File: config.mk
export PLATFORM = sky130hd
export DESIGN_NAME = painterengine_gpu_dma_writer_flat
export DESIGN_NICKNAME = d
export VERILOG_FILES = /design/src/rtl/painterengine_gpu_dma_writer_if.sv /design/src/rtl/painterengine_gpu_dma_writer.sv /design/src/flat_wrapper.sv
export SDC_FILE = /design/constraint.sdc
export NUM_CORES = 1
export LEC_CHECK = 0
export CAP_MARGIN = 20
export CORE_MARGIN = 1.5
export CORE_UTILIZATION = 30
export DETAILED_ROUTE_END_ITERATION = 6
export SLEW_MARGIN = 20
export SYNTH_ARGS = -nofsm -noshare
export SYNTH_HDL_FRONTEND = slang
export SYNTH_SLANG_ARGS = --single-unit
File: constraint.sdc
create_clock -name i_wire_clock -period 6 [get_ports i_wire_clock]
set_input_delay 1.2 -clock i_wire_clock [delete_from_list [all_inputs] [get_ports i_wire_clock]]
set_output_delay 1.2 -clock i_wire_clock [all_outputs]
set_load 0.05 [all_outputs]
File: src/rtl/painterengine_gpu_dma_writer_if.sv
// AXI4 write-channel bundle (AW, W, B) between the GPU DMA writer and memory.
interface painterengine_gpu_dma_writer_if;
  logic [31:0] awaddr;
  logic [7:0]  awlen;
  logic        awvalid;
  logic        awready;
  logic        awid;
  logic [2:0]  awsize;
  logic [1:0]  awburst;
  logic        awlock;
  logic [3:0]  awcache;
  logic [2:0]  awprot;
  logic [3:0]  awqos;
  logic [31:0] wdata;
  logic [3:0]  wstrb;
  logic        wlast;
  logic        wvalid;
  logic        wready;
  logic        bid;
  logic [1:0]  bresp;
  logic        bvalid;
  logic        bready;

  modport master (
    output awaddr, awlen, awvalid, awid, awsize, awburst, awlock, awcache, awprot, awqos,
    output wdata, wstrb, wlast, wvalid, bready,
    input  awready, wready, bid, bresp, bvalid
  );

  modport slave (
    input  awaddr, awlen, awvalid, awid, awsize, awburst, awlock, awcache, awprot, awqos,
    input  wdata, wstrb, wlast, wvalid, bready,
    output awready, wready, bid, bresp, bvalid
  );
endinterface

File: src/rtl/painterengine_gpu_dma_writer.sv
// AXI4 write master for the GPU DMA path: streams one routed client channel to memory
// as INCR bursts of up to 256 beats that never cross a 1 KB boundary.
module painterengine_gpu_dma_writer #(
  parameter int unsigned TIMEOUT_BIT = 18
) (
  input  logic                           i_wire_clock,
  input  logic                           i_wire_reset,
  output logic                           o_wire_done,
  input  logic [127:0]                   i_wire_address,
  input  logic [127:0]                   i_wire_length,
  input  logic [3:0]                     i_wire_router,
  input  logic [127:0]                   i_wire_data,
  input  logic [3:0]                     i_wire_data_valid,
  output logic [3:0]                     o_wire_data_next,
  output logic                           o_wire_error,
  output logic [2:0]                     o_wire_error_type,
  painterengine_gpu_dma_writer_if.master m_axi
);

  localparam int unsigned TW = TIMEOUT_BIT + 1;

  localparam logic [2:0] ERR_NONE   = 3'd0;
  localparam logic [2:0] ERR_ROUTER = 3'd1;
  localparam logic [2:0] ERR_PARAM  = 3'd2;
  localparam logic [2:0] ERR_AW     = 3'd3;
  localparam logic [2:0] ERR_W      = 3'd4;
  localparam logic [2:0] ERR_BRESP  = 3'd5;
  localparam logic [2:0] ERR_B      = 3'd6;

  typedef enum logic [2:0] {
    ST_ROUTING, ST_PARAM_CHECK, ST_CALC, ST_ADDR, ST_DATA, ST_RESP, ST_DONE, ST_ERROR
  } state_t;

  state_t          state_q, state_next;
  logic [2:0]      err_next, error_type_q;
  logic [1:0]      idx_q, route_idx;
  logic            route_ok;
  logic [31:0]     addr_q, len_q, offset_q, awaddr_q, remain;
  logic [8:0]      burst_q, burst_c, beat_q, room;
  logic [7:0]      line_pos;
  logic [TW-1:0]   tcount_q;
  logic            w_vld, aw_hs, w_hs, b_hs, w_last, timeout, waiting;
  logic            unused_bid;

  assign unused_bid = m_axi.bid;

  assign m_axi.awid    = 1'b0;
  assign m_axi.awsize  = 3'b010;
  assign m_axi.awburst = 2'b01;
  assign m_axi.awlock  = 1'b0;
  assign m_axi.awcache = 4'b0010;
  assign m_axi.awprot  = 3'b000;
  assign m_axi.awqos   = 4'b0000;
  assign m_axi.wstrb   = 4'hF;

  assign w_vld   = i_wire_data_valid[idx_q];
  assign aw_hs   = (state_q == ST_ADDR) && m_axi.awready;
  assign w_hs    = (state_q == ST_DATA) && w_vld && m_axi.wready;
  assign b_hs    = (state_q == ST_RESP) && m_axi.bvalid;
  assign w_last  = (beat_q == burst_q - 9'd1);
  assign timeout = tcount_q[TIMEOUT_BIT];
  assign waiting = (state_q == ST_ADDR) || (state_q == ST_DATA) || (state_q == ST_RESP);

  // Burst length: the words left in the current 1 KB line, capped by words left to send.
  assign line_pos = addr_q[9:2] + offset_q[7:0];
  assign room     = 9'd256 - {1'b0, line_pos};
  assign remain   = len_q - offset_q;
  assign burst_c  = (remain < 32'(room)) ? remain[8:0] : room;

  always_comb begin
    route_ok  = 1'b1;
    route_idx = 2'd0;
    case (i_wire_router)
      4'b0001: route_idx = 2'd0;
      4'b0010: route_idx = 2'd1;
      4'b0100: route_idx = 2'd2;
      4'b1000: route_idx = 2'd3;
      default: route_ok  = 1'b0;
    endcase
  end

  always_ff @(posedge i_wire_clock) begin
    if (i_wire_reset) state_q <= ST_ROUTING;
    else              state_q <= state_next;
  end

  always_comb begin
    state_next = state_q;
    err_next   = ERR_NONE;
    case (state_q)
      ST_ROUTING: begin
        if (route_ok) state_next = ST_PARAM_CHECK;
        else begin
          state_next = ST_ERROR;
          err_next   = ERR_ROUTER;
        end
      end
      ST_PARAM_CHECK: begin
        if ((addr_q[1:0] != 2'b00) || (len_q == 32'd0)) begin
          state_next = ST_ERROR;
          err_next   = ERR_PARAM;
        end else begin
          state_next = ST_CALC;
        end
      end
      ST_CALC: state_next = ST_ADDR;
      ST_ADDR: begin
        if (timeout) begin
          state_next = ST_ERROR;
          err_next   = ERR_AW;
        end else if (aw_hs) begin
          state_next = ST_DATA;
        end
      end
      ST_DATA: begin
        if (timeout) begin
          state_next = ST_ERROR;
          err_next   = ERR_W;
        end else if (w_hs && w_last) begin
          state_next = ST_RESP;
        end
      end
      ST_RESP: begin
        if (timeout) begin
          state_next = ST_ERROR;
          err_next   = ERR_B;
        end else if (b_hs) begin
          if (m_axi.bresp != 2'b00) begin
            state_next = ST_ERROR;
            err_next   = ERR_BRESP;
          end else if (({1'b0, offset_q} + 33'(burst_q)) >= {1'b0, len_q}) begin
            state_next = ST_DONE;
          end else begin
            state_next = ST_CALC;
          end
        end
      end
      default: state_next = state_q;
    endcase
  end

  // Transfer datapath: channel latch, burst bookkeeping, stall counter and sticky error code.
  always_ff @(posedge i_wire_clock) begin
    if (i_wire_reset) begin
      idx_q        <= 2'd0;
      addr_q       <= 32'd0;
      len_q        <= 32'd0;
      offset_q     <= 32'd0;
      awaddr_q     <= 32'd0;
      burst_q      <= 9'd0;
      beat_q       <= 9'd0;
      tcount_q     <= '0;
      error_type_q <= ERR_NONE;
    end else begin
      case (state_q)
        ST_ROUTING: begin
          if (route_ok) begin
            idx_q  <= route_idx;
            addr_q <= i_wire_address[{route_idx, 5'd0} +: 32];
            len_q  <= i_wire_length[{route_idx, 5'd0} +: 32];
          end
        end
        ST_PARAM_CHECK: offset_q <= 32'd0;
        ST_CALC: begin
          burst_q  <= burst_c;
          awaddr_q <= addr_q + {offset_q[29:0], 2'b00};
        end
        ST_ADDR: if (aw_hs) beat_q <= 9'd0;
        ST_DATA: if (w_hs) beat_q <= beat_q + 9'd1;
        ST_RESP: if (b_hs && (m_axi.bresp == 2'b00)) offset_q <= offset_q + 32'(burst_q);
        default: ;
      endcase

      if (waiting && !(aw_hs || w_hs || b_hs)) tcount_q <= tcount_q + TW'(1);
      else                                     tcount_q <= '0;

      if ((state_next == ST_ERROR) && (state_q != ST_ERROR)) error_type_q <= err_next;
    end
  end

  // Bus outputs are decoded from the registered state; W follows the selected source directly.
  always_comb begin
    m_axi.awvalid     = 1'b0;
    m_axi.awaddr      = 32'd0;
    m_axi.awlen       = 8'd0;
    m_axi.wvalid      = 1'b0;
    m_axi.wdata       = 32'd0;
    m_axi.wlast       = 1'b0;
    m_axi.bready      = 1'b0;
    o_wire_data_next  = 4'b0000;
    o_wire_done       = 1'b0;
    o_wire_error      = 1'b0;
    o_wire_error_type = error_type_q;
    case (state_q)
      ST_ADDR: begin
        m_axi.awvalid = 1'b1;
        m_axi.awaddr  = awaddr_q;
        m_axi.awlen   = 8'(burst_q - 9'd1);
      end
      ST_DATA: begin
        m_axi.wvalid            = w_vld;
        m_axi.wdata             = i_wire_data[{idx_q, 5'd0} +: 32];
        m_axi.wlast             = w_last;
        o_wire_data_next[idx_q] = w_vld & m_axi.wready;
      end
      ST_RESP:  m_axi.bready = 1'b1;
      ST_DONE:  o_wire_done  = 1'b1;
      ST_ERROR: o_wire_error = 1'b1;
      default: ;
    endcase
  end

endmodule
File: src/flat_wrapper.sv
// flat-port wrapper written by rule: the top's interface ports become plain ports
module painterengine_gpu_dma_writer_flat 
#(
  parameter int unsigned TIMEOUT_BIT = 18
)
  (i_wire_clock, i_wire_reset, o_wire_done, i_wire_address, i_wire_length, i_wire_router, i_wire_data, i_wire_data_valid, o_wire_data_next, o_wire_error, o_wire_error_type, m_axi_awaddr, m_axi_awlen, m_axi_awvalid, m_axi_awid, m_axi_awsize, m_axi_awburst, m_axi_awlock, m_axi_awcache, m_axi_awprot, m_axi_awqos, m_axi_wdata, m_axi_wstrb, m_axi_wlast, m_axi_wvalid, m_axi_bready, m_axi_awready, m_axi_wready, m_axi_bid, m_axi_bresp, m_axi_bvalid);
  painterengine_gpu_dma_writer_if m_axi_i ();
  input  logic i_wire_clock;
  input  logic i_wire_reset;
  output logic o_wire_done;
  input  logic [127:0] i_wire_address;
  input  logic [127:0] i_wire_length;
  input  logic [3:0] i_wire_router;
  input  logic [127:0] i_wire_data;
  input  logic [3:0] i_wire_data_valid;
  output logic [3:0] o_wire_data_next;
  output logic o_wire_error;
  output logic [2:0] o_wire_error_type;
  output wire logic [$bits(m_axi_i.awaddr)-1:0] m_axi_awaddr;
  output wire logic [$bits(m_axi_i.awlen)-1:0] m_axi_awlen;
  output wire logic [$bits(m_axi_i.awvalid)-1:0] m_axi_awvalid;
  output wire logic [$bits(m_axi_i.awid)-1:0] m_axi_awid;
  output wire logic [$bits(m_axi_i.awsize)-1:0] m_axi_awsize;
  output wire logic [$bits(m_axi_i.awburst)-1:0] m_axi_awburst;
  output wire logic [$bits(m_axi_i.awlock)-1:0] m_axi_awlock;
  output wire logic [$bits(m_axi_i.awcache)-1:0] m_axi_awcache;
  output wire logic [$bits(m_axi_i.awprot)-1:0] m_axi_awprot;
  output wire logic [$bits(m_axi_i.awqos)-1:0] m_axi_awqos;
  output wire logic [$bits(m_axi_i.wdata)-1:0] m_axi_wdata;
  output wire logic [$bits(m_axi_i.wstrb)-1:0] m_axi_wstrb;
  output wire logic [$bits(m_axi_i.wlast)-1:0] m_axi_wlast;
  output wire logic [$bits(m_axi_i.wvalid)-1:0] m_axi_wvalid;
  output wire logic [$bits(m_axi_i.bready)-1:0] m_axi_bready;
  input wire logic [$bits(m_axi_i.awready)-1:0] m_axi_awready;
  input wire logic [$bits(m_axi_i.wready)-1:0] m_axi_wready;
  input wire logic [$bits(m_axi_i.bid)-1:0] m_axi_bid;
  input wire logic [$bits(m_axi_i.bresp)-1:0] m_axi_bresp;
  input wire logic [$bits(m_axi_i.bvalid)-1:0] m_axi_bvalid;
  assign m_axi_awaddr = m_axi_i.awaddr;
  assign m_axi_awlen = m_axi_i.awlen;
  assign m_axi_awvalid = m_axi_i.awvalid;
  assign m_axi_awid = m_axi_i.awid;
  assign m_axi_awsize = m_axi_i.awsize;
  assign m_axi_awburst = m_axi_i.awburst;
  assign m_axi_awlock = m_axi_i.awlock;
  assign m_axi_awcache = m_axi_i.awcache;
  assign m_axi_awprot = m_axi_i.awprot;
  assign m_axi_awqos = m_axi_i.awqos;
  assign m_axi_wdata = m_axi_i.wdata;
  assign m_axi_wstrb = m_axi_i.wstrb;
  assign m_axi_wlast = m_axi_i.wlast;
  assign m_axi_wvalid = m_axi_i.wvalid;
  assign m_axi_bready = m_axi_i.bready;
  assign m_axi_i.awready = m_axi_awready;
  assign m_axi_i.wready = m_axi_wready;
  assign m_axi_i.bid = m_axi_bid;
  assign m_axi_i.bresp = m_axi_bresp;
  assign m_axi_i.bvalid = m_axi_bvalid;
  painterengine_gpu_dma_writer #(.TIMEOUT_BIT(TIMEOUT_BIT)) u_core (.i_wire_clock(i_wire_clock), .i_wire_reset(i_wire_reset), .o_wire_done(o_wire_done), .i_wire_address(i_wire_address), .i_wire_length(i_wire_length), .i_wire_router(i_wire_router), .i_wire_data(i_wire_data), .i_wire_data_valid(i_wire_data_valid), .o_wire_data_next(o_wire_data_next), .o_wire_error(o_wire_error), .o_wire_error_type(o_wire_error_type), .m_axi(m_axi_i));
endmodule
Word level (Yosys, flattened, before mapping)
Index checks and enable logic that the tools add are counted.

word-level totals
  output and inout port bits = 107
  register bits after elaboration = 173
  bits of input ports = 400

operators by class
  equality and inequality tests = 17
  shifts and indexed selects = 3
  multiplexer cells = 41
  $lt $le $gt $ge = 4
  add/sub/neg operators = 9
  reduce and logical (&&, ||, !) cells = 27
  bitwise operators = 3

operators with widths
  operator                                                             number
  128-bit by 8-bit variable part select with 32-bit output             3
  32-bit two-way mux                                                   3
  32-bit one-hot mux with 2 select lines                               1
  3-bit two-way mux                                                    14
  32-bit by 9-bit adder with 33-bit output                             1
  33-bit by 32-bit greater-or-equal comparator with 1-bit output       1
  32-bit adder                                                         1
  32-bit by 9-bit adder with 32-bit output                             1
  32-bit zero test                                                     1
  32-bit by 9-bit < comparator with 1-bit output                       1
  32-bit subtractor                                                    1
  9-bit two-way mux                                                    3
  19-bit by 1-bit adder with 19-bit output (second input constant)     1
  3-bit one-hot mux with 6 select lines                                1
  9-bit one-hot mux with 2 select lines                                1
  3-bit equality test (second input constant)                          5
  3-bit one-hot mux with 5 select lines                                1
  1-bit two-way mux                                                    10
  9-bit by 1-bit adder with 9-bit output (second input constant)       1
  9-bit equality test                                                  1
  1-bit logical AND                                                    9
  9-bit by 1-bit subtractor with 9-bit output (second input constant)  1
  9-bit by 8-bit subtractor with 9-bit output (first input constant)   1
  8-bit adder                                                          1
  other kinds (29)                                                     40

Depth between registers and ports, before layout
Gate-level depths: netlist of run 1.

  depth in word-level cells = 10
  depth in mapped cells = 23
  mapped depth without buffers = 23

Least setup slack after synthesis of run 1
No wires, ideal clock.

  path kind = flip-flop to flip-flop
  start = reg u_core.offset_q[0]
  end = reg u_core.burst_q[1]
  arrival = 5288 ps
  path buffers = 1
  required time = 5888 ps
  stages on the path, launching flop included = 20
  library setup time = 112 ps
  path slack = 600 ps
  cells stage by stage = dfxtp_1 > ha_1 > fa_1 > a21o_1 > a21oi_1 > o21ai_0 > a21oi_1 > xnor2_1 > or4_1 > ha_1 > a221oi_2 > o221ai_1 > or3_1 > or4_1 > or4_1 > nor4b_2 > and4_1 > buf_6 > a211oi_2 > a2111oi_1

between the ends
  cells in the longest elaborated chain, start to end = 4
  elaborated cells between the ends (all ways) = 5

RTL lines
  element                                         RTL line                             RTL
  start, declared                                 painterengine_gpu_dma_writer.sv:38   logic [31:0] addr_q, len_q, offset_q, awaddr_q, remain;
  start signal, assigned                          painterengine_gpu_dma_writer.sv:170  ST_RESP: if (b_hs && (m_axi.bresp == 2'b00)) offset_q <= offset_q + 32'(burst_q);
  8-bit adder                                     painterengine_gpu_dma_writer.sv:65   assign line_pos = addr_q[9:2] + offset_q[7:0];
  9-bit by 8-bit subtractor with 9-bit output     painterengine_gpu_dma_writer.sv:66   assign room = 9'd256 - {1'b0, line_pos};
  32-bit by 9-bit < comparator with 1-bit output  painterengine_gpu_dma_writer.sv:68   assign burst_c = (remain < 32'(room)) ? remain[8:0] : room;
  9-bit two-way mux *                             painterengine_gpu_dma_writer.sv:68
  end signal, assigned                            painterengine_gpu_dma_writer.sv:165  burst_q <= burst_c;
  end, declared                                   painterengine_gpu_dma_writer.sv:39   logic [8:0] burst_q, burst_c, beat_q, room;

Mark *: on every way between the ends. The rest lies on a longest branch, timed or not.
A chain may end at the register's enable or synchronous reset.

Final worst setup path of run 1
  start = reg u_core.offset_q[0]
  end = reg u_core.burst_q[8]

The elaborated chain is that of the path after synthesis.

==> results of run 1 <==
power breakdown:
group          leakage (nW)  switching (mW)  internal [mW]  total (mW)
clock network         0.296           0.515          0.635        1.15
logic                  6.34            1.73           1.27        3.00
registers              1.40           0.130           1.24        1.37
total                  8.04            2.38           3.14        5.52
per-stage QoR:
stage / setup TNS (ns) / instance area (sq um)
5_1_grt: -0.3280 / 21320
3_5_place_dp: 0 / 20660
3_3_place_gp: 0 / 20660
4_1_cts: 0 / 21260
2_1_floorplan: 0 / 15390
6_report: 0 / 21320
layout make-up:
type                       instances  area (sq um)  share of cell area, %
inverter                          95         356.6                  1.673
tap                              672         840.8                  3.944
timing repair buffer             506          5037                  23.63
clock inverter                    13         153.9                 0.7219
clock buffer                      19         442.9                  2.078
sequential                       173          3467                  16.26
multi-input combinational       1513         11020                  51.68
antenna                            1         2.502                0.01174
worst register-to-register path: stages, from the launching register on:
cell and delay (ns):
dfxtp_1 0.33, ha_1 0.24, fa_1 0.41, a21o_1 0.21
a21oi_2 0.20, o21ai_0 0.11, a21oi_1 0.21, xnor2_1 0.14
or4_4 0.56, ha_1 0.32, a221oi_2 0.26, o221ai_1 0.18
or3_1 0.38, or4_1 0.49, or4_1 0.56, nor4b_2 0.26
nand4_1 0.27, nor2_1 0.42, a211oi_1 0.13
state kept, by name, indices dropped and copies added, names as in the netlist:
name and flops:
u_core.len_q 32, u_core.tcount_q 19, u_core.o_wire_error_type 3, u_core.burst_q 9
u_core.addr_q 32, u_core.state_q 3, u_core.beat_q 9, u_core.offset_q 32
u_core.awaddr_q 32, u_core.idx_q 2
per-layer routing:
layer  wire [um]  GRT usage (%)  share of wire (%)  up-vias
li1            -              -                  -     7618
met1       23550          24.96                 42     7513
met2       28450          37.99                 50      572
met3        3474          3.331                6.1       61
met4        1232          6.517                2.2        0
met5           0              0                  0        -
repair_timing:
item / CTS / global route
endpoints found under the setup margin: 0 / 9
hold endpoints to repair: 0 / 0
gates resized for setup: 0 / 8
cells by family (layout without fill, tap and decap cells):
logic type	Yosys count	after routing	share of synthesized area, %
compound gates	450	450	18.35
xor+xnor	113	113	6.461
fa+ha+maj	116	116	9.623
buf+inv	222	633	6.224
flops	173	173	22.61
mux	101	101	14.54
other cells	2	23	0.04903
simple gates	711	711	22.15
worst paths after layout:
check                 startpoint                   to  slack [ns]  cells after the start
max reg2reg   u_core.offset_q[0]    u_core.burst_q[8]        0.19                     18
min reg2reg  u_core.awaddr_q[29]  u_core.awaddr_q[29]        0.45                      2
min          u_core.awaddr_q[29]  u_core.awaddr_q[29]        0.45                      2
max           u_core.offset_q[0]    u_core.burst_q[8]        0.19                     18
cell usage in the layout (no fill, tap or decap), types with 53 or more instances in the layout:
| cell type | instances |
|---|---|
| clkdlybuf4s50_1 | 482 |
| nand2_1 | 285 |
| a21oi_1 | 194 |
| dfxtp_1 | 170 |
| nor2_1 | 122 |
| ha_1 | 113 |
| mux4_2 | 97 |
| inv_1 | 94 |
| xnor2_1 | 74 |
| o21ai_0 | 64 |
| nand3_1 | 53 |
==> results.yml, run 1 <==
status:
  status: "finished, final reports clean"
sta:
  slew_headroom_pct: 31.09
  period_minus_slack_ns: 5.810
  clock_skew_ns: 0.01517
  drv_slew: 0
  fin_crit_sh_pct: 96.84
  whs_ns: 0.4493
  setup-violations-final: 0
  rsz0062_at_grt: "yes"
  fin_ws_ns: 0.1898
  tightest_slew_ns: 1.034
  hold_viol: 0
  fmax_mhz: 172.1
floorplan:
  row_count: 82
  dieWidth_um: 229.0
  fp.dieH_um: 229.0
  die-area_sq_um: 52420
  start_util_pct: 30.47
  pin_count: 507
  core_area_sq_um: 50270
yosys:
  yosysTopAreaCellShare_pct: 22.61
  postSynthAreaPerCell_sq_um: 8.113
  yosysTopAreaCell: "dfxtp_1"
  synthTopCellsByCount: "nand2_1 (286), a21oi_1 (197), dfxtp_1 (173)"
  synth_area_leaders: "dfxtp_1 (23%), mux4_2 (14%), ha_1 (9.2%)"
  syn_area_sq_um: 15320
  synthCells: 1888
  yosysSeqAreaShare_pct: 22.61
  synth_warnings: 0
  synth_edf_count: 0
  synth.most_common_cell: "nand2_1"
  ys_ff_latch: 173
  synth_top_flop_cell: "dfxtp_1"
  ys_types: 79
  async_reset_ff_share_pct: 0
drt:
  wire_per_inst_um: 18.95
  drtIter0Drc: 925
  num_vias: 15764
  routed_wl_mm: 56.71
  vias_per_cell: 5.269
  drc: 0
  ant_nets: 0
  drtPass1Iterations: 5
setup_path:
  critPathBufInv: 0
  crit_fanout: 6
  endpoint_kind: "flop"
  crit_arrival_ns: 6.12
  crit_slowest_cell: "or4_4"
  start_kind: "flop"
  required_ns: 6.31
  critPathKind: "reg2reg"
  cpPeakStageDelay_ns: 0.56
  critPathTopFamily: "simple AND/OR/NAND/NOR gates"
  path_cells: "ha_1 -> fa_1 -> a21o_1 -> a21oi_2 -> o21ai_0 -> a21oi_1 -> xnor2_1 -> or4_4 -> ha_1 -> a221oi_2 -> o221ai_1 -> or3_1 -> or4_1 -> or4_1 -> nor4b_2 -> nand4_1 -> nor2_1 -> a211oi_1"
grt:
  grt_pass1_wl_mm: 86.22
  grt_start_max_net_pins: 58
  antenna_found_initial: 1
  grt_overflow: 0
  grt_usage_pct: 20.89
  grt_pass1_vias: 15678
pwr:
  p_per_area_nw_per_um2: 259.0
  leakagePower_nw: 8.041
  power.total_mw: 5.522
  vdd_drop_max_mv: 0.1925
cts:
  cts_buffers: 17
  cts_setup_buffers: 0
  cts.sinks: 173
  insertion_delay_ns: 0.45
  clk_pin_slew_ns: 0.07
  cts_max_path_buffers: 2
  root_buffer: "clkbuf_16"
  ctsHtreeMaxLevel: 4
  cts_tree: "done"
  cts_hold_buf: 0
finish:
  nets: 2822
  drive_above_1_share_pct: 7.848
  final_util_pct: 42.41
  area_delta_synth_final_pct: 39.18
  fin_cells: 2992
  fillers: 5008
placement:
  placedCellCount: 2958
  place.gp.congestion: 0.9458
  dp_hpwl_mm: 47.03
  portBuffers: 483
  pre_cts_slack_ns: 0.08275
run:
  max_cap_viol_count: 0
min_path:
  hold_class: "reg2reg"
Note: power is estimated with default switching activity, not from simulation.
==> inputs of run 2 (changes only) <==
CTS_BUF_LIST = sky130_fd_sc_hd__clkbuf_16   (was not set)
SKIP_LAST_GASP = 1   (was not set)
==> run 2 against run 1 <==
Compared with the run above:
- design area hardly changed
- utilization hardly changed
- clock power hardly changed
- non-clock buffer count stayed put
- global-route usage hardly changed
- final cell count stayed put
- maximum frequency is 0.51% higher
- sequential cell count stayed put
- clock skew hardly changed
- clock-buffer cell count is 2 lower
- via count hardly changed
- largest cell class unchanged
==> results.yml, run 2 (synthesis gave the netlist of run 1 again) <==
floorplan:
  die-area_sq_um: 52420
  pin_count: 507
  core_area_sq_um: 50270
  dieWidth_um: 229.0
  start_util_pct: 30.47
  row_count: 82
  fp.dieH_um: 229.0
sta:
  fin_crit_sh_pct: 96.34
  slew_headroom_pct: 31.36
  hold_viol: 0
  clock_skew_ns: 0.01555
  fin_ws_ns: 0.2194
  period_minus_slack_ns: 5.781
  drv_slew: 0
  rsz0062_at_grt: "yes"
  fmax_mhz: 173.0
  whs_ns: 0.4516
  fin_tns_setup_ns: 0
  setup-violations-final: 0
  tightest_slew_ns: 1.030
placement:
  post_dp_cell_area_sq_um: 20660
  portBuffers: 483
  place.gp.congestion: 0.9458
  dp_hpwl_mm: 47.03
  pre_cts_slack_ns: 0.08275
  placedCellCount: 2958
run:
  max_cap_viol_count: 0
cts:
  root_buffer: "clkbuf_16"
  cts_setup_buffers: 0
  cts_max_path_buffers: 2
  insertion_delay_ns: 0.45
  ctsHtreeMaxLevel: 4
  cts.sinks: 173
  cts_tree: "done"
  cts_buffers: 17
  clk_pin_slew_ns: 0.07
status:
  status: "finished, final reports clean"
min_path:
  hold_class: "reg2reg"
setup_path:
  start_kind: "flop"
  endpoint_kind: "flop"
  required_ns: 6.31
  critPathKind: "reg2reg"
  crit_arrival_ns: 6.09
  crit_fanout: 6
drt:
  drtIter0Drc: 910
  vias_per_cell: 5.274
  routed_wl_mm: 56.70
  wire_per_inst_um: 18.95
  ant_nets: 0
  drc: 0
  num_vias: 15779
  drtPass1Iterations: 5
finish:
  area_delta_synth_final_pct: 39.12
  fillers: 5009
  final_common_cell: "clkdlybuf4s50_1"
  final_util_pct: 42.39
  fin_area_sq_um: 21310
  final_cell_mix: "clkdlybuf4s50_1 (482), nand2_1 (285), a21oi_1 (194), dfxtp_1 (170), nor2_1 (122)"
  nets: 2822
  drive_above_1_share_pct: 7.805
  fin_cells: 2992
pwr:
  power.total_mw: 5.509
  leakagePower_nw: 8.040
  vdd_drop_max_mv: 0.1924
  p_per_area_nw_per_um2: 258.5
grt:
  grt_start_max_net_pins: 58
  grt_usage_pct: 20.89
  grt_pass1_wl_mm: 86.26
  antenna_found_initial: 1
  grt_pass1_vias: 15681
  grt_overflow: 0
[run 2: changes by cell type in the layout (fill, tap and decap cells not counted), sizes merged]
cell,delta
clkbuf,-2
clkinv,+1
inv,+1
[run 2: power by group]
group          internal, mW  switching, mW
registers              1.24          0.131
logic                  1.27           1.73
clock network         0.621          0.516
total                  3.13           2.38
[run 2: path summary, 6_finish.rpt]
| kind | startpoint | to | slack [ns] | depth (start not counted) |
|---|---|---|---|---|
| worst min-delay path | u_core.awaddr_q[29] | u_core.awaddr_q[29] | 0.45 | 2 |
| worst min register to register | u_core.awaddr_q[29] | u_core.awaddr_q[29] | 0.45 | 2 |
| worst max-delay path | u_core.offset_q[0] | u_core.burst_q[8] | 0.22 | 18 |
| worst max register to register | u_core.offset_q[0] | u_core.burst_q[8] | 0.22 | 18 |
[run 2: cell type report]
class                   count  area (sq um)  area share (%)
clock buffers              17         425.4           1.996
clock inverters            15         161.4          0.7574
well taps                 672         840.8           3.946
flip-flops and latches    173          3467           16.27
inverters                  95         356.6           1.673
repair buffers            506          5037           23.64
multi-input cells        1513         11020           51.71
diodes                      1         2.502         0.01174
[run 2: critical path, cell delays in order (launching register included)]
cell      delay [ns]
dfxtp_1         0.33
ha_1            0.24
fa_1            0.41
a21o_1          0.21
a21oi_2         0.20
o21ai_0         0.11
a21oi_1         0.21
xnor2_1         0.14
or4_4           0.56
ha_1            0.32
a221oi_2        0.26
o221ai_1        0.17
or3_1           0.38
or4_1           0.49
or4_1           0.56
nor4b_2         0.26
nand4_1         0.27
nor2_1          0.41
a211oi_1        0.12
[run 2: what timing repair did]
item	in CTS	in global routing
hold buffers	0	0
hold endpoints to repair	0	0
gates resized for setup	0	8
setup endpoints to repair	0	9
[run 2: metal layers]
layer	track usage (%)	share of wire (%)	vias up
met5	0	0	-
met1	24.96	41	7492
met4	6.517	2.2	0
met2	38.01	50	604
met3	3.331	6.5	60
li1	-	-	7623
==> inputs of run 3 (changes only) <==
SKIP_CTS_REPAIR_TIMING = 1   (was not set)
TNS_END_PERCENT = 10   (was not set)
==> run 3 against run 2 <==
Compared with the run above:
- combinational power barely moved
- maximum frequency fell by 0.11%
- global-route usage did not move
- highest routed layer unchanged
- utilization barely moved
- sequential share of layout area barely moved
- total power barely moved
==> results.yml, run 3 (synthesis gave the netlist of run 1 again) <==
finish:
  fin_cells: 2992
  seqCellArea_sq_um: 3467
  multi_input_area_sq_um: 11010
  final_cell_mix: "clkdlybuf4s50_1 (482), nand2_1 (285), a21oi_1 (195), dfxtp_1 (170), nor2_1 (122)"
  final_common_cell: "clkdlybuf4s50_1"
  area_delta_synth_final_pct: 39.05
  drive_above_1_share_pct: 7.719
  fillers: 5010
  nets: 2822
drt:
  ant_nets: 0
  wire_per_inst_um: 18.96
  num_vias: 15777
  drtIter0Drc: 832
  drc: 0
  routed_wl_mm: 56.73
  drtPass1Iterations: 5
  vias_per_cell: 5.273
sta:
  fmax_mhz: 172.8
  period_minus_slack_ns: 5.787
  drv_slew: 0
  hold_viol: 0
  clock_skew_ns: 0.01531
  fin_tns_setup_ns: 0
  tightest_slew_ns: 1.027
  slew_headroom_pct: 31.52
  fin_crit_sh_pct: 96.45
  fin_ws_ns: 0.2128
  whs_ns: 0.4517
  rsz0062_at_grt: "yes"
  setup-violations-final: 0
placement:
  placedCellCount: 2958
  portBuffers: 483
  place.gp.congestion: 0.9458
  dp_hpwl_mm: 47.03
  pre_cts_slack_ns: 0.08275
grt:
  grt_overflow: 0
  grt_pass1_wl_mm: 86.26
  antenna_found_initial: 1
  grt_start_max_net_pins: 58
  grt_usage_pct: 20.89
  grt_pass1_vias: 15681
setup_path:
  r2r-end: "u_core.burst_q[8]"
  critPathKind: "reg2reg"
  crit_fanout: 6
  reg2reg_from: "u_core.offset_q[0]"
  path_cells: "ha_1 -> fa_1 -> a21o_1 -> a21oi_2 -> o21ai_0 -> a21oi_1 -> xnor2_1 -> or4_4 -> ha_1 -> a221oi_2 -> o221ai_1 -> or3_1 -> or4_1 -> or4_1 -> nor4b_2 -> nand4_1 -> nor2_1 -> a211oi_1"
  cpPeakStageDelay_ns: 0.56
  r2r_cells: 18
  critPathBufInv: 0
  crit_arrival_ns: 6.10
  r2r_slack_ns: 0.21
  critPathTopFamily: "simple AND/OR/NAND/NOR gates"
  endpoint_kind: "flop"
  crit_slowest_cell: "or4_4"
  required_ns: 6.31
  start_kind: "flop"
cts:
  clk_pin_slew_ns: 0.07
  cts_tree: "done"
  cts_buffers: 17
  ctsHtreeMaxLevel: 4
  cts.sinks: 173
  cts_max_path_buffers: 2
  insertion_delay_ns: 0.45
  root_buffer: "clkbuf_16"
min_path:
  min_path_cells: 2
  hold_end: "u_core.awaddr_q[29]"
  min-delay-start: "u_core.awaddr_q[29]"
  hold_class: "reg2reg"
pwr:
  clkPwrFrac_pct: 20.6
  vdd_drop_max_mv: 0.1917
  power.total_mw: 5.506
  p_per_area_nw_per_um2: 258.5
  netSwitchingPower_mw: 2.377
  switching_share_pct: 43.17
  leakagePower_nw: 8.037
  p_seq_share_pct: 24.9
  p_int_mw: 3.129
  combPwrFrac_pct: 54.5
run:
  max_cap_viol_count: 0
floorplan:
  core_area_sq_um: 50270
  row_count: 82
  die-area_sq_um: 52420
  dieWidth_um: 229.0
  start_util_pct: 30.47
  pin_count: 507
  fp.dieH_um: 229.0
status:
  status: "finished, final reports clean"
run 3: final cells by class:
| class | instances | area share [%] |
|---|---|---|
| inverter | 95 | 1.674 |
| tap | 672 | 3.948 |
| timing repair buffer | 506 | 23.65 |
| antenna | 1 | 0.01175 |
| clock buffer | 17 | 1.997 |
| multi-input combinational | 1513 | 51.68 |
| clock inverter | 15 | 0.7578 |
| sequential | 173 | 16.28 |
run 3: worst max-delay path by stage:
stage	start	end	slack, ns	depth (start not counted)
finish	u_core.offset_q[0]	u_core.burst_q[8]	0.21	18
global route	u_core.offset_q[0]	u_core.burst_q[5]	-0.06	18
CTS	u_core.offset_q[1]	u_core.burst_q[8]	0.05	18
detailed placement	u_core.offset_q[0]	u_core.burst_q[3]	0.08	18
global placement	u_core.offset_q[1]	u_core.burst_q[1]	0.12	19
floorplan	u_core.offset_q[0]	u_core.burst_q[1]	0.60	19
run 3: tightest hold or removal path, stage by stage, from the launching register on:
cell	delay, ns
dfxtp_1	0.31
nand2_1	0.05
a21oi_1	0.05
run 3: per-stage QoR:
step | util [%] | cell area, sq um
after floorplan | - | 15390
after global placement | 41.09 | 20660
after detailed placement | 41.09 | 20660
after CTS | 42.26 | 21250
after global routing | 42.36 | 21300
final | 42.36 | 21300
run 3: routing by layer:
layer,vias to the layer above,track usage (%),routed length [um]
met5,-,0,0
met1,7495,24.96,23430
met4,0,6.517,1198
met2,606,38.01,28470
met3,57,3.331,3624
li1,7619,-,-
run 3: power groups by stage:
stage / clock network (mW) / registers, mW / logic (mW)
6_report: 1.14 / 1.37 / 3.00
5_1_grt: 1.21 / 1.39 / 3.24
4_1_cts: 1.16 / 1.37 / 2.98
3_5_place_dp: 0 / 1.40 / 2.97
3_3_place_gp: 0 / 1.40 / 2.95
2_1_floorplan: 0 / 1.35 / 2.04
